===== src/rtl/bernoulli_burst_if.sv =====
// Control/data bundle for bernoulli_burst_array.
// hit_cnt and CNT_W exist only when BERNOULLI_HITCNT_EN is defined.
interface bernoulli_burst_if #(
  parameter int WIDTH     = 16,
  parameter int CMP_WIDTH = 7,
  parameter int OUTPUTS   = 8,
  parameter int LEN_W     = 8
`ifdef BERNOULLI_HITCNT_EN
  , parameter int CNT_W   = 8
`endif
);
  localparam int AW = (OUTPUTS > 1) ? $clog2(OUTPUTS) : 1;

  logic                 en;
  logic                 cfg_we;
  logic [AW-1:0]        cfg_addr;
  logic [CMP_WIDTH-1:0] cfg_data;
  logic                 reseed_we;
  logic [WIDTH-1:0]     reseed_data;
  logic                 start;
  logic [LEN_W-1:0]     burst_len;
  logic                 busy;
  logic [OUTPUTS-1:0]   out;
  logic                 out_valid;
  logic                 done;
`ifdef BERNOULLI_HITCNT_EN
  logic [OUTPUTS*CNT_W-1:0] hit_cnt;
`endif

  modport master (
    output en, cfg_we, cfg_addr, cfg_data, reseed_we, reseed_data, start, burst_len,
`ifdef BERNOULLI_HITCNT_EN
    input  hit_cnt,
`endif
    input  busy, out, out_valid, done
  );

  modport slave (
    input  en, cfg_we, cfg_addr, cfg_data, reseed_we, reseed_data, start, burst_len,
`ifdef BERNOULLI_HITCNT_EN
    output hit_cnt,
`endif
    output busy, out, out_valid, done
  );
endinterface


===== src/rtl/bernoulli_burst_array.sv =====
// Multi-channel Bernoulli spike source: one shared Galois LFSR, per-channel thresholds, bursts.
// Optional per-channel saturating hit counters under macro BERNOULLI_HITCNT_EN.
//
// state | meaning
// IDLE  | waiting for start (with en)
// BURST | emitting one sample per en=1 cycle until remaining hits 0
// DONE  | last cycle of the burst (busy); done pulses on the following cycle
module bernoulli_burst_array #(
  parameter int                   WIDTH     = 16,
  parameter logic [WIDTH-1:0]     POLY      = 16'hB400,
  parameter logic [WIDTH-1:0]     SEED      = 16'hDEAD,
  parameter int                   CMP_WIDTH = 7,
  parameter int                   OUTPUTS   = 8,
  parameter int                   STRIDE    = 3,
  parameter logic [CMP_WIDTH-1:0] INIT_THR  = 7'd32,
  parameter int                   LEN_W     = 8
`ifdef BERNOULLI_HITCNT_EN
  , parameter int                 CNT_W     = 8
`endif
) (
  input logic               clk,
  input logic               rst,
  bernoulli_burst_if.slave  bus
);
  typedef enum logic [1:0] {IDLE, BURST, DONE} state_t;

  localparam logic [WIDTH-1:0] SEED_EFF = (SEED == '0) ? WIDTH'(1) : SEED;

  state_t               state_q, state_d;
  logic [LEN_W-1:0]     remaining_q, remaining_d;
  logic [WIDTH-1:0]     lfsr_q, lfsr_d;
  logic [OUTPUTS-1:0]   out_q, out_d;
  logic                 out_valid_q, out_valid_d;
  logic                 done_q, done_d;
  logic [CMP_WIDTH-1:0] thr_q [OUTPUTS];
  logic [CMP_WIDTH-1:0] rnd [OUTPUTS];
  logic [OUTPUTS-1:0]   hit;
  logic                 start_accept;

  always_comb begin
    if (bus.reseed_we)
      lfsr_d = (bus.reseed_data == '0) ? WIDTH'(1) : bus.reseed_data;
    else if (bus.en)
      lfsr_d = (lfsr_q >> 1) ^ (lfsr_q[0] ? POLY : '0);
    else
      lfsr_d = lfsr_q;
  end

  // Channel i sees the LFSR rotated right by i*STRIDE, low CMP_WIDTH bits.
  always_comb begin
    hit = '0;
    for (int i = 0; i < OUTPUTS; i++) begin
      rnd[i] = '0;
      for (int k = 0; k < CMP_WIDTH; k++)
        rnd[i][k] = lfsr_q[(k + i * STRIDE) % WIDTH];
      hit[i] = rnd[i] < thr_q[i];
    end
  end

  always_ff @(posedge clk or posedge rst) begin
    if (rst) begin
      for (int i = 0; i < OUTPUTS; i++) thr_q[i] <= INIT_THR;
    end else if (bus.cfg_we && (int'(bus.cfg_addr) < OUTPUTS)) begin
      thr_q[bus.cfg_addr] <= bus.cfg_data;
    end
  end

  assign start_accept = (state_q == IDLE) && bus.start && bus.en;

  always_ff @(posedge clk or posedge rst) begin
    if (rst) begin
      state_q     <= IDLE;
      remaining_q <= '0;
      lfsr_q      <= SEED_EFF;
      out_q       <= '0;
      out_valid_q <= 1'b0;
      done_q      <= 1'b0;
    end else begin
      state_q     <= state_d;
      remaining_q <= remaining_d;
      lfsr_q      <= lfsr_d;
      out_q       <= out_d;
      out_valid_q <= out_valid_d;
      done_q      <= done_d;
    end
  end

  always_comb begin
    state_d     = state_q;
    remaining_d = remaining_q;
    out_d       = out_q;
    out_valid_d = 1'b0;
    done_d      = 1'b0;
    case (state_q)
      IDLE: begin
        if (start_accept) begin
          remaining_d = bus.burst_len;
          state_d     = (bus.burst_len == '0) ? DONE : BURST;
        end
      end
      BURST: begin
        if (bus.en) begin
          out_d       = hit;
          out_valid_d = 1'b1;
          remaining_d = remaining_q - 1'b1;
          if (remaining_q == LEN_W'(1)) state_d = DONE;
        end
      end
      DONE: begin
        done_d  = 1'b1;
        state_d = IDLE;
      end
      default: state_d = IDLE;
    endcase
  end

  assign bus.busy      = (state_q != IDLE);
  assign bus.out       = out_q;
  assign bus.out_valid = out_valid_q;
  assign bus.done      = done_q;

`ifdef BERNOULLI_HITCNT_EN
  logic [CNT_W-1:0] cnt_q [OUTPUTS];

  always_ff @(posedge clk or posedge rst) begin
    if (rst) begin
      for (int i = 0; i < OUTPUTS; i++) cnt_q[i] <= '0;
    end else if (start_accept) begin
      for (int i = 0; i < OUTPUTS; i++) cnt_q[i] <= '0;
    end else if (out_valid_d) begin
      for (int i = 0; i < OUTPUTS; i++)
        if (out_d[i] && (cnt_q[i] != '1)) cnt_q[i] <= cnt_q[i] + 1'b1;
    end
  end

  always_comb begin
    bus.hit_cnt = '0;
    for (int i = 0; i < OUTPUTS; i++) bus.hit_cnt[i*CNT_W +: CNT_W] = cnt_q[i];
  end
`endif
endmodule


===== src/flat_wrapper.sv =====
// flat-port wrapper written by rule: the top's interface ports become plain ports
module bernoulli_burst_array_flat 
#(
  parameter int                   WIDTH     = 16,
  parameter logic [WIDTH-1:0]     POLY      = 16'hB400,
  parameter logic [WIDTH-1:0]     SEED      = 16'hDEAD,
  parameter int                   CMP_WIDTH = 7,
  parameter int                   OUTPUTS   = 8,
  parameter int                   STRIDE    = 3,
  parameter logic [CMP_WIDTH-1:0] INIT_THR  = 7'd32,
  parameter int                   LEN_W     = 8

)
  (clk, rst, bus_en, bus_cfg_we, bus_cfg_addr, bus_cfg_data, bus_reseed_we, bus_reseed_data, bus_start, bus_burst_len, bus_busy, bus_out, bus_out_valid, bus_done);
  bernoulli_burst_if #(.WIDTH(WIDTH), .CMP_WIDTH(CMP_WIDTH), .OUTPUTS(OUTPUTS), .LEN_W(LEN_W)) bus_i ();
  input logic clk;
  input logic rst;
  input wire logic [$bits(bus_i.en)-1:0] bus_en;
  input wire logic [$bits(bus_i.cfg_we)-1:0] bus_cfg_we;
  input wire logic [$bits(bus_i.cfg_addr)-1:0] bus_cfg_addr;
  input wire logic [$bits(bus_i.cfg_data)-1:0] bus_cfg_data;
  input wire logic [$bits(bus_i.reseed_we)-1:0] bus_reseed_we;
  input wire logic [$bits(bus_i.reseed_data)-1:0] bus_reseed_data;
  input wire logic [$bits(bus_i.start)-1:0] bus_start;
  input wire logic [$bits(bus_i.burst_len)-1:0] bus_burst_len;
  output wire logic [$bits(bus_i.busy)-1:0] bus_busy;
  output wire logic [$bits(bus_i.out)-1:0] bus_out;
  output wire logic [$bits(bus_i.out_valid)-1:0] bus_out_valid;
  output wire logic [$bits(bus_i.done)-1:0] bus_done;
  assign bus_i.en = bus_en;
  assign bus_i.cfg_we = bus_cfg_we;
  assign bus_i.cfg_addr = bus_cfg_addr;
  assign bus_i.cfg_data = bus_cfg_data;
  assign bus_i.reseed_we = bus_reseed_we;
  assign bus_i.reseed_data = bus_reseed_data;
  assign bus_i.start = bus_start;
  assign bus_i.burst_len = bus_burst_len;
  assign bus_busy = bus_i.busy;
  assign bus_out = bus_i.out;
  assign bus_out_valid = bus_i.out_valid;
  assign bus_done = bus_i.done;
  bernoulli_burst_array #(.WIDTH(WIDTH), .POLY(POLY), .SEED(SEED), .CMP_WIDTH(CMP_WIDTH), .OUTPUTS(OUTPUTS), .STRIDE(STRIDE), .INIT_THR(INIT_THR), .LEN_W(LEN_W)) u_core (.clk(clk), .rst(rst), .bus(bus_i));
endmodule

===== config.mk =====
export PLATFORM = sky130hd
export DESIGN_NAME = bernoulli_burst_array_flat
export DESIGN_NICKNAME = d
export VERILOG_FILES = /design/src/rtl/bernoulli_burst_if.sv /design/src/rtl/bernoulli_burst_array.sv /design/src/flat_wrapper.sv
export SDC_FILE = /design/constraint.sdc
export NUM_CORES = 1
export LEC_CHECK = 0
export ABC_AREA = 1
export CORE_MARGIN = 8
export CORE_UTILIZATION = 50
export CTS_CLUSTER_SIZE = 40
export DETAILED_ROUTE_END_ITERATION = 10
export GPL_ROUTABILITY_DRIVEN = 0
export GPL_TIMING_DRIVEN = 0
export PLACE_DENSITY = 0.8
export SYNTH_ARGS = -nofsm -noshare
export SYNTH_HDL_FRONTEND = slang
export SYNTH_SLANG_ARGS = --single-unit

===== constraint.sdc =====
create_clock -name clk -period 4.2 [get_ports clk]
set_clock_uncertainty 0.1 [all_clocks]
set_input_delay 0.63 -clock clk [delete_from_list [all_inputs] [get_ports clk]]
set_output_delay 0.63 -clock clk [all_outputs]
set_load 0.1 [all_outputs]

Word level (Yosys, flattened, before mapping) --
Index checks and enable logic that the tools add are counted.
Cells by class: add/subtract/negate cells 1, order comparisons 10, equality and inequality tests 6, muxes and demuxes 18, bitwise logic cells 2, reductions and logical operators 12
Operators with widths (number):
- $mux W16 | 4
- $bwmux W56 | 1
- $lt A7 B7 Y1 | 8
- $demux W7 S3 | 1
- $logic_not A16 Y1 | 1
- $mux W8 | 2
- $pmux W8 S2 | 1
- $xor A15 B16 Y16 | 1
- $eq A8 B1 Y1 const B | 1
- $logic_not A8 Y1 | 1
- $mux W2 | 4
- $sub A8 B1 Y8 const B | 1
- $mux W7 | 1
- $reduce_and A3 Y1 | 2
- $reduce_bool A2 Y1 | 3
- $ge A4 B4 Y1 const B | 1
- $lt A4 B1 Y1 const B | 1
- $ne A2 B1 Y1 const B | 2
- $not A3 Y4 | 1
- $pmux W2 S2 | 1
- $logic_and A1 B1 Y1 | 3
- $mux W1 | 3
- $eq A2 B1 Y1 const B | 1
- $eq A2 B2 Y1 const B | 1
- 3 further kinds | 3
Word-level totals: register bits 92, input port bits 40, output and inout port bits 11, word-level logic and storage cells 63

Depth between registers and ports, before layout --
Gate-level depths: netlist of the first run.
depth in word-level cells 6, depth in mapped cells 8, mapped depth without buffers 7

Least setup slack after synthesis of the first run --
Ideal clock, no wire load.
path kind reg-to-reg, start point reg u_core.state_q[1], end point reg u_core.remaining_q[1], library setup time 0.083 ns, arrival time 1.775 ns, data required time 4.017 ns, path slack 2.243 ns, stages on the path, launching flop included 8, path buffers 0, clock period less this slack 1.957 ns, cells stage by stage dfrtp_1 > inv_1 > nand2_1 > nor2_4 > inv_1 > nand2_2 > o211ai_1 > o21ai_0
On the way: cells in the longest elaborated chain, start to end 5, elaborated cells between the ends (all ways) 9, classes of those cells eq/ne: 3; mux: 1; reduce/logical: 5
Ends and longest elaborated chain:
- start, declared | line bernoulli_burst_array.sv:29 | state_t state_q, state_d;
- start signal, assigned | line bernoulli_burst_array.sv:79 | state_q <= state_d;
- $logic_not A2 Y1 | line bernoulli_burst_array.sv:68, bernoulli_burst_array.sv:94
- $logic_and A1 B1 Y1 (2 in series) | line bernoulli_burst_array.sv:68 | assign start_accept = (state_q == IDLE) && bus.start && bus.en;
- $ne A2 B1 Y1 (no source line)
- $reduce_and A3 Y1 (no source line)
- end signal, assigned | line bernoulli_burst_array.sv:80 | remaining_q <= remaining_d;
- end, declared | line bernoulli_burst_array.sv:30 | logic [LEN_W-1:0] remaining_q, remaining_d;
Parallel ways exist; a longest one is shown, timed or not. A chain may end at the register's enable or synchronous reset.

Worst setup path after layout of the first run --
start point reg u_core.state_q[0], end point out bus_busy
On the way: cells in the longest elaborated chain, start to end 1
Ends and longest elaborated chain:
- $reduce_bool A2 Y1 | line bernoulli_burst_array.sv:117 | assign bus.busy = (state_q != IDLE);
- end, declared | line flat_wrapper.sv:26 | output wire logic [$bits(bus_i.busy)-1:0] bus_busy;
No other way between the ends.

==> metrics, run 1 <==
status complete, no violations; cts hold-fix bufs 0; top post-synthesis cells by count nand2_1 (156), inv_1 (86), o21ai_0 (76); first-pass GRT wire length 21,700 um; GR Overflow Total 0; Slew HR 35.0%; startpoint types flip-flop; ANT cells 0; Mapped Nets 724; vias post-DR 4,455; switching pwr 1410 uW; CTS max path bufs 2; Setup CP Type reg2out; core area 10,200 um^2; crit path max fanout 4; Gate Count Post-Synth 634; Synth async-reset ratio 100%; fin crit share 67.8%; sequential area share after synthesis 45.2%; Filler Cells Inserted 903; sw frac 42.4%; final count of hold timing violations 0; Die X 118 um; LEAKAGE 0.00292 uW; worst path arrival time 2.12 ns; num ports 51; DRT iter0 DRCs 379; WL/cell 15.7 um; Resize count post-CTS 0; clock network power share 20.0%; largest cells by area after synthesis dfrtp_1 (35%), ha_1 (12%), nand2_1 (11%), dfstp_2 (9.7%), o21ai_0 (7.4%); most frequent cell after synthesis nand2_1; internal power 1920 uW; Initial Util 50.6%; layout cells sized above 1 8.84%; Max Cap Viol 0; crit end category output pin; GR Util All Layers 19.4%; Final Max Tran Viols 0; top-area cell type share of the netlist area 35.5%; DR vias/cell 5.32; CTS tree yes; Hold Slack 0.385 ns; fin nets 786; Achievable Freq 351 MHz; # Post-CTS Setup Buffers 0; prevailing post-synth register cell dfrtp_1; vias in the first global route 4,504; Num CTS Buffers 9; #FFs+latches synth 92; clk root buf clkbuf_8; Reg clk slew, reported paths 0.09 ns; final core utilization 59.7%; RSZ-0062 raised after global routing no; CTS H-tree lvls 3; final WL 13,100 um; count of cell types in the netlist 33; CTS sink cnt 92; EDFF count, synth 0; drt pass-1 iters 6; largest net degree at the start of global routing 75; Final ANT Viol Nets 0; Site Rows 37; synthesized area per cell 8.12 um^2; Clock Latency Late Sink 0.37 ns; cell taking the most area after synthesis dfrtp_1; die area 13,800 um^2; area delta synth->final 18.0%; minimum clock period 2.85 ns; worst hold-check path type reg2reg; detailed-route DRC error count 0; input/output buffers 50; final setup fails 0; Syn. warnings 0; cell area after synthesis 5150 um^2; Least-Margin Pin Slew 0.971 ns; part of the power in registers 37.8%; power per standard cell area 549 nW/um^2; Worst EP required 3.47 ns; initial antenna violation count 0; Max VDD drop 0.000361 V; Die H 118 um; dpl hpwl 9570 um; Comb power frac 42.1%
## through the flow
step,power [uW],setup TNS (ns),instances,setup slack [ns],cell area [um^2]
after floorplan,2290,0,634,1.11,5150
after global placement,2600,-21.11,820,-0.296,5820
after detailed placement,2670,0,821,1.74,5850
after CTS,3340,0,837,1.34,6080
after global routing,3570,0,837,1.26,6080
final,3340,0,837,1.35,6080
## placed cells by master (no fill, tap or decap), types with 2 or more instances in the layout
master,n
nand2_1,156
inv_1,85
o21ai_0,76
dfrtp_1,73
nor2_1,57
ha_1,50
clkdlybuf4s50_1,50
a21oi_1,29
nand3_1,28
dfstp_2,19
clkbuf_8,10
buf_2,9
o21a_1,9
nor3_1,7
o21ai_1,4
o221a_2,3
o22ai_1,3
clkinvlp_4,3
buf_4,2
nor2_4,2
nand2_2,2
inv_2,2
clkbuf_1,2
a211oi_1,2
xnor2_1,2
bufinv_16,2
## metal layers
metal,up-vias,part of all wire (%),wire (um),GRT usage (%)
li1,2176,-,-,-
met1,2077,44,5730,24.3
met2,175,47,6160,32.1
met3,27,7.2,943,4.03
met4,0,2.3,305,7.45
met5,-,0,0,0
## sequential cells by signal, indices dropped and copies added, names as in the netlist
| name | flops |
|---|---|
| u_core.bus.out_valid | 1 |
| u_core.lfsr_q | 16 |
| u_core.thr_q | 56 |
| u_core.remaining_q | 8 |
| u_core.bus.out | 8 |
| u_core.state_q | 2 |
| u_core.bus.done | 1 |
## cell families after synthesis
| group | synth area share (%) |
|---|---|
| buffers and inverters | 8.11 |
| flip-flops | 45.2 |
| adder cells (fa/ha/maj) | 12.1 |
| AO/OA/AOI/OAI | 13.7 |
| XOR/XNOR | 0.510 |
| AND/OR/NAND/NOR | 20.4 |
## power groups by stage
stage / Clock [uW] / Combinational [uW] / Sequential, uW
2_1_floorplan: 0 / 769 / 1520
3_3_place_gp: 0 / 1340 / 1260
3_5_place_dp: 0 / 1400 / 1270
4_1_cts: 675 / 1410 / 1260
5_1_grt: 713 / 1570 / 1290
6_report: 669 / 1400 / 1260
## worst paths after layout
| kind | from | to | slack, ns | cells after the start |
|---|---|---|---|---|
| setup / recovery | u_core.state_q[0]$_DFFE_PP0P_ | bus_busy | 1.35 | 3 |
| min in group asynchronous | rst | u_core.state_q[1]$_DFFE_PP0P_ | 0.45 | 2 |
| hold / removal | u_core.bus.out[6]$_DFFE_PP0P_ | u_core.bus.out[6]$_DFFE_PP0P_ | 0.39 | 2 |
| max in group asynchronous | rst | u_core.thr_q[19]$_DFFE_PP1P_ | 2.87 | 3 |
| setup reg to reg | u_core.lfsr_q[7]$_DFFE_PP1P_ | u_core.bus.out[7]$_DFFE_PP0P_ | 2.65 | 6 |
| hold reg to reg | u_core.bus.out[6]$_DFFE_PP0P_ | u_core.bus.out[6]$_DFFE_PP0P_ | 0.39 | 2 |
## critical path, cell delays in order, from the launching register on
cell             delay (ns)
dfrtp_1                0.40
inv_1                  0.06
nand2_1                0.14
clkdlybuf4s50_1        1.16
## cell type report
cell class	count	area (um^2)	share of cell area [%]
Multi-Input combinational cell	438	2410	39.6
Sequential cell	92	2330	38.3
Timing Repair Buffer	51	528	8.69
Inverter	89	337	5.54
Tap cell	136	170	2.80
Clock buffer	10	138	2.26
Clock inverter	6	87.6	1.44
Buffer	15	83.8	1.38
(Power assumes the default switching activity.)
==> inputs of run 2 (changes only) <==
clock period = 2.85 ns   (was 4.2 ns; I/O delays follow)
==> run 2 against run 1 <==
Via count rose by 1.8%. Worst setup slack got worse by 1.2 ns. Non-clock buffer count rose by 1. Critical path depth did not move. Sequential cell count did not move. Critical endpoint unchanged. Largest power group unchanged.
==> metrics, run 2 (synthesis gave the netlist of run 1 again) <==
clk root buf clkbuf_8 (unchanged); cts hold-fix bufs 0 (unchanged); worst hold-check path type in2async (was reg2reg); Site Rows 37 (unchanged); Least-Margin Pin Slew 0.979 ns (was 0.971 ns); Filler Cells Inserted 907 (was 903); Crit. Startpoint u_core.state_q[0]$_DFFE_PP0P_ (unchanged); clock network power share 18.9% (was 20.0%); Final Max Tran Viols 0 (unchanged); vias in the first global route 4,503 (was 4,504); Achievable Freq 376 MHz; Final ANT Viol Nets 0 (unchanged); minimum clock period 2.66 ns; Reg2Reg Launch Point u_core.lfsr_q[5]$_DFFE_PP1P_ (was u_core.lfsr_q[7]$_DFFE_PP1P_); startpoint types flip-flop (unchanged); power per standard cell area 803 nW/um^2 (was 549 nW/um^2); part of the power in registers 38.2% (was 37.8%); crit path max fanout 4 (unchanged); fin nets 787 (was 786); CTS tree yes (unchanged); first-pass GRT wire length 22,400 um (was 21,700 um); RSZ-0062 raised after global routing no (unchanged); num ports 51 (unchanged); DRT iter0 DRCs 355 (was 379); GR Util All Layers 19.9% (was 19.4%); Comb power frac 42.9% (was 42.1%); WL/cell 16.3 um (was 15.7 um); GR Overflow Total 0 (unchanged); initial antenna violation count 0 (unchanged); commonest non-fill, non-tap cell in the layout nand2_1 (unchanged); Initial Util 50.6% (unchanged); CTS H-tree lvls 3 (unchanged); Max VDD drop 0.000580 V (was 0.000361 V); CTS max path bufs 2 (unchanged); detailed-route DRC error count 0 (unchanged); input/output buffers 50 (unchanged); layout cells sized above 1 8.83% (was 8.84%); Die X 118 um (unchanged); area delta synth->final 17.8% (was 18.0%); setup TNS 0 ns (unchanged); Die H 118 um (unchanged); sw frac 43.1% (was 42.4%); status complete, no violations (unchanged); post-placement worst setup slack 0.581 ns (was 1.74 ns); FF-to-FF path depth 6 (unchanged); Num CTS Buffers 9 (unchanged); Top Registers u_core.thr_q x56, u_core.lfsr_q x16 (unchanged); # Post-CTS Setup Buffers 0 (unchanged); Slew HR 34.5% (was 35.0%); CTS sink cnt 92 (unchanged); vias post-DR 4,536 (was 4,455); fin crit share 93.3%; internal power 2770 uW (was 1920 uW); core area 10,200 um^2 (unchanged); Top reg by flops u_core.thr_q (unchanged); Reg clk slew, reported paths 0.09 ns (about the same); LEAKAGE 0.00292 uW (about the same); Worst R2R Setup Slack 1.24 ns (was 2.65 ns); final setup fails 0 (unchanged); switching pwr 2100 uW (was 1410 uW); Setup CP Type reg2out (unchanged); Final WS setup 0.192 ns (was 1.35 ns); die area 13,800 um^2 (unchanged); drt pass-1 iters 5 (was 6); Resize count post-CTS 0 (unchanged); final WL 13,600 um (was 13,100 um); max FFs per register 56 (unchanged); DR vias/cell 5.41 (was 5.32); largest net degree at the start of global routing 44 (was 75); worst path arrival time 2.13 ns (was 2.12 ns); ANT cells 0 (unchanged); Worst EP required 2.32 ns (was 3.47 ns); Max Cap Viol 0 (unchanged); worst r2r dst u_core.bus.out[1]$_DFFE_PP0P_ (was u_core.bus.out[7]$_DFFE_PP0P_); dpl hpwl 9860 um (was 9570 um); commonest non-fill, non-tap cells in the layout nand2_1 (156), inv_1 (85), o21ai_0 (76), dfrtp_1 (73), nor2_1 (57) (unchanged); final count of hold timing violations 0 (unchanged); Clock Latency Late Sink 0.36 ns (was 0.37 ns); crit path to bus_busy (unchanged); crit end category output pin (unchanged)
==> run 2: cell count changes in the layout (fill, tap and decap cells not counted), sizes merged <==
cell,previous run,this run
buf,13,14
bufinv,2,1
inv,88,87
clkinvlp,3,2
clkinv,2,3
clkbuf,13,15
==> run 2: routing by layer <==
metal / share of wire (%) / wire (um) / track usage (%)
met1: 43 / 5810 / 25.2
met2: 48 / 6500 / 32.9
met3: 7.5 / 1020 / 4.12
met4: 2.2 / 294 / 7.05
met5: 0 / 0 / 0
==> run 2: per-stage QoR <==
step	std cells	hold slack [ns]	utilization, %	area (um^2)	total power (uW)
after CTS	838	0.334	59.6	6070	4870
after detailed placement	822	0.365	57.6	5870	3950
final	838	0.326	59.6	6070	4870
after global routing	838	0.352	59.6	6070	5210
after floorplan	634	0.353	-	5150	3370
after global placement	820	0.362	57.2	5830	3840
==> run 2: power groups by stage <==
| stage | clock network, uW | logic (uW) | registers [uW] |
|---|---|---|---|
| after CTS | 927 | 2090 | 1860 |
| after detailed placement | 0 | 2070 | 1880 |
| after global routing | 983 | 2330 | 1900 |
| after global placement | 0 | 1970 | 1860 |
| after floorplan | 0 | 1130 | 2240 |
| final | 919 | 2090 | 1860 |
==> run 2: final cells by class <==
| type | instances | area [um^2] | share of cell area (%) |
|---|---|---|---|
| repair buffers | 52 | 541 | 8.91 |
| multi-input cells | 438 | 2410 | 39.7 |
| plain buffers | 15 | 83.8 | 1.38 |
| flip-flops and latches | 92 | 2330 | 38.3 |
| clock buffers | 12 | 155 | 2.56 |
| inverters | 89 | 338 | 5.57 |
| clock inverters | 4 | 47.5 | 0.784 |
| well taps | 136 | 170 | 2.80 |
==> run 2: worst min-delay path by stage <==
stage | endpoint | startpoint
2_1_floorplan | u_core.thr_q[10]$_DFFE_PP0P_ | u_core.thr_q[10]$_DFFE_PP0P_
3_3_place_gp | u_core.bus.out[6]$_DFFE_PP0P_ | u_core.bus.out[6]$_DFFE_PP0P_
3_5_place_dp | u_core.bus.out[6]$_DFFE_PP0P_ | u_core.bus.out[6]$_DFFE_PP0P_
4_1_cts | u_core.bus.out_valid$_DFF_PP0_ | rst
5_1_grt | u_core.bus.out_valid$_DFF_PP0_ | rst
6_report | u_core.bus.out_valid$_DFF_PP0_ | rst
==> run 2: critical path, cell delays in order (launching register included) <==
cell             delay (ns)
dfrtp_1                0.41
inv_1                  0.06
nand2_1                0.15
clkdlybuf4s50_1        1.16
==> inputs of run 3 (changes only) <==
CELL_PAD_IN_SITES_DETAIL_PLACEMENT = 1   (was not set)
CELL_PAD_IN_SITES_GLOBAL_PLACEMENT = 1   (was not set)
CORE_UTILIZATION = 43   (was 50)
PLACE_DENSITY = 0.89   (was 0.8)
==> run 3 against run 2 <==
Clock-buffer cell count rose by 4. First-iteration DRC count is 19% lower. Global-route usage grew 1.2 points. Register-to-register slack better by 0.03 ns. Critical path type unchanged. Highest routed layer unchanged.
==> metrics, run 3 (synthesis gave the netlist of run 1 again) <==
Top reg by flops u_core.thr_q (unchanged); cts hold-fix bufs 0 (unchanged); clk root buf clkbuf_16 (was clkbuf_8); status complete, no violations (unchanged); CTS max path bufs 2 (unchanged); Max Cap Viol 0 (unchanged); Reg2Reg Launch Point u_core.lfsr_q[5]$_DFFE_PP1P_ (unchanged); worst hold-check path type reg2reg (was in2async); Num CTS Buffers 9 (unchanged); Final ANT Viol Nets 0 (unchanged); Hold Slack 0.379 ns (was 0.326 ns); worst hold stages 2; dpl hpwl 11,800 um (was 9860 um); placed cell area 5880 um^2 (was 5870 um^2); commonest non-fill, non-tap cell in the layout nand2_1 (unchanged); setup TNS 0 ns (unchanged); fin nets 787 (unchanged); Max VDD drop 0.000425 V (was 0.000580 V); LEAKAGE 0.00296 uW (was 0.00292 uW); drt pass-1 iters 5 (unchanged); FF-to-FF path depth 6 (unchanged); Site Rows 40 (was 37); DR vias/cell 5.41 (about the same); vias post-DR 4,595 (was 4,536); final setup fails 0 (unchanged); GR Overflow Total 0 (unchanged); CTS tree yes (unchanged); vias in the first global route 5,089 (was 4,503); worst r2r dst u_core.bus.out[1]$_DFFE_PP0P_ (unchanged); CTS H-tree lvls 3 (unchanged); core area 11,900 um^2 (was 10,200 um^2); WL/cell 19.0 um (was 16.3 um); crit end category output pin (unchanged); GR Util All Layers 21.1% (was 19.9%); Worst EP required 2.32 ns (about the same); num ports 51 (unchanged); Die X 125 um (was 118 um); Worst Hold Endpoint u_core.bus.out[1]$_DFFE_PP0P_; max FFs per register 56 (unchanged); hold path start u_core.bus.out[1]$_DFFE_PP0P_; area delta synth->final 20.0% (was 17.8%); ANT cells 0 (unchanged); Final Max Tran Viols 0 (unchanged); Resize count post-CTS 0 (unchanged); Least-Margin Pin Slew 0.973 ns (was 0.979 ns); commonest non-fill, non-tap cells in the layout nand2_1 (156), inv_1 (85), o21ai_0 (76), dfrtp_1 (73), nor2_1 (57) (unchanged); RSZ-0062 raised after global routing no (unchanged); first-pass GRT wire length 26,100 um (was 22,400 um); startpoint types flip-flop (unchanged); DRT iter0 DRCs 287 (was 355); initial antenna violation count 0 (unchanged); power per standard cell area 851 nW/um^2 (was 803 nW/um^2); die area 15,700 um^2 (was 13,800 um^2); fin crit share 93.7% (was 93.3%); detailed-route DRC error count 0 (unchanged); input/output buffers 50 (unchanged); Design Area, Final 6180 um^2 (was 6070 um^2); final count of hold timing violations 0 (unchanged); # Post-CTS Setup Buffers 0 (unchanged); CTS sink cnt 92 (unchanged); Slew HR 34.9% (was 34.5%); final core utilization 52.1% (was 59.6%); Design Power 5260 uW (was 4870 uW); largest net degree at the start of global routing 38 (was 44); layout cells sized above 1 8.69% (was 8.83%); Top Registers u_core.thr_q x56, u_core.lfsr_q x16 (unchanged); Reg clk slew, reported paths 0.06 ns (was 0.09 ns); Setup CP Type reg2out (unchanged); Clock Latency Late Sink 0.35 ns (was 0.36 ns); Die H 125 um (was 118 um); minimum clock period 2.67 ns (was 2.66 ns); crit path max fanout 4 (unchanged); Initial Util 43.4% (was 50.6%); Worst R2R Setup Slack 1.27 ns (was 1.24 ns); Achievable Freq 375 MHz (was 376 MHz); worst path arrival time 2.14 ns (was 2.13 ns); final WL 16,100 um (was 13,600 um)
-- run 3: cell types whose count changed in the layout (fill, tap and decap cells not counted) --
cell,previous run,this run
clkbuf_8,11,5
clkbuf_16,0,9
clkbuf_1,3,4
clkinvlp_4,2,1
bufinv_16,1,0
clkinv_2,2,0
-- run 3: worst max-delay path by stage --
stage	start	endpoint	slack, ns	cells after the start
final	u_core.state_q[0]$_DFFE_PP0P_	bus_busy	0.18	3
after global routing	u_core.state_q[0]$_DFFE_PP0P_	bus_busy	0.13	3
after CTS	u_core.state_q[0]$_DFFE_PP0P_	bus_busy	0.17	3
after detailed placement	u_core.state_q[0]$_DFFE_PP0P_	bus_busy	0.55	3
after global placement	rst	u_core.thr_q[14]$_DFFE_PP0P_	0.27	2
after floorplan	u_core.state_q[1]$_DFFE_PP0P_	u_core.remaining_q[1]$_DFFE_PP0P_	0.89	7
-- run 3: layer usage --
| layer | vias to the layer above | GRT usage (%) | share of wire, % |
|---|---|---|---|
| met3 | 22 | 3.91 | 4.8 |
| li1 | 2180 | - | - |
| met5 | - | 0 | 0 |
| met4 | 0 | 8.60 | 2.1 |
| met2 | 99 | 37.9 | 52 |
| met1 | 2294 | 24.2 | 41 |
-- run 3: critical path: stages (launching register included) --
cell and delay [ns]:
dfrtp_1 0.40, inv_1 0.07, nand2_1 0.15, clkdlybuf4s50_1 1.17
-- run 3: cell type report --
| class | instances | area, um^2 |
|---|---|---|
| well taps | 147 | 184 |
| plain buffers | 15 | 83.8 |
| repair buffers | 52 | 541 |
| inverters | 89 | 338 |
| multi-input cells | 438 | 2410 |
| fillers | 1460 | 5680 |
| clock buffers | 16 | 302 |
| flip-flops and latches | 92 | 2330 |
-- run 3: where the power goes --
| group | leakage, uW | switching (uW) | internal [uW] | total, uW |
|---|---|---|---|---|
| combinational | 0.00171 | 1470 | 686 | 2150 |
| sequential | 0.00111 | 241 | 1640 | 1880 |
| clock | 0.000149 | 506 | 713 | 1220 |
| total | 0.00296 | 2220 | 3040 | 5260 |
-- run 3: through the flow --
| stage | cells | setup WS, ns |
|---|---|---|
| after floorplan | 634 | 0.893 |
| after global placement | 831 | 0.270 |
| after detailed placement | 833 | 0.550 |
| after CTS | 849 | 0.167 |
| after global routing | 849 | 0.126 |
| final | 849 | 0.181 |
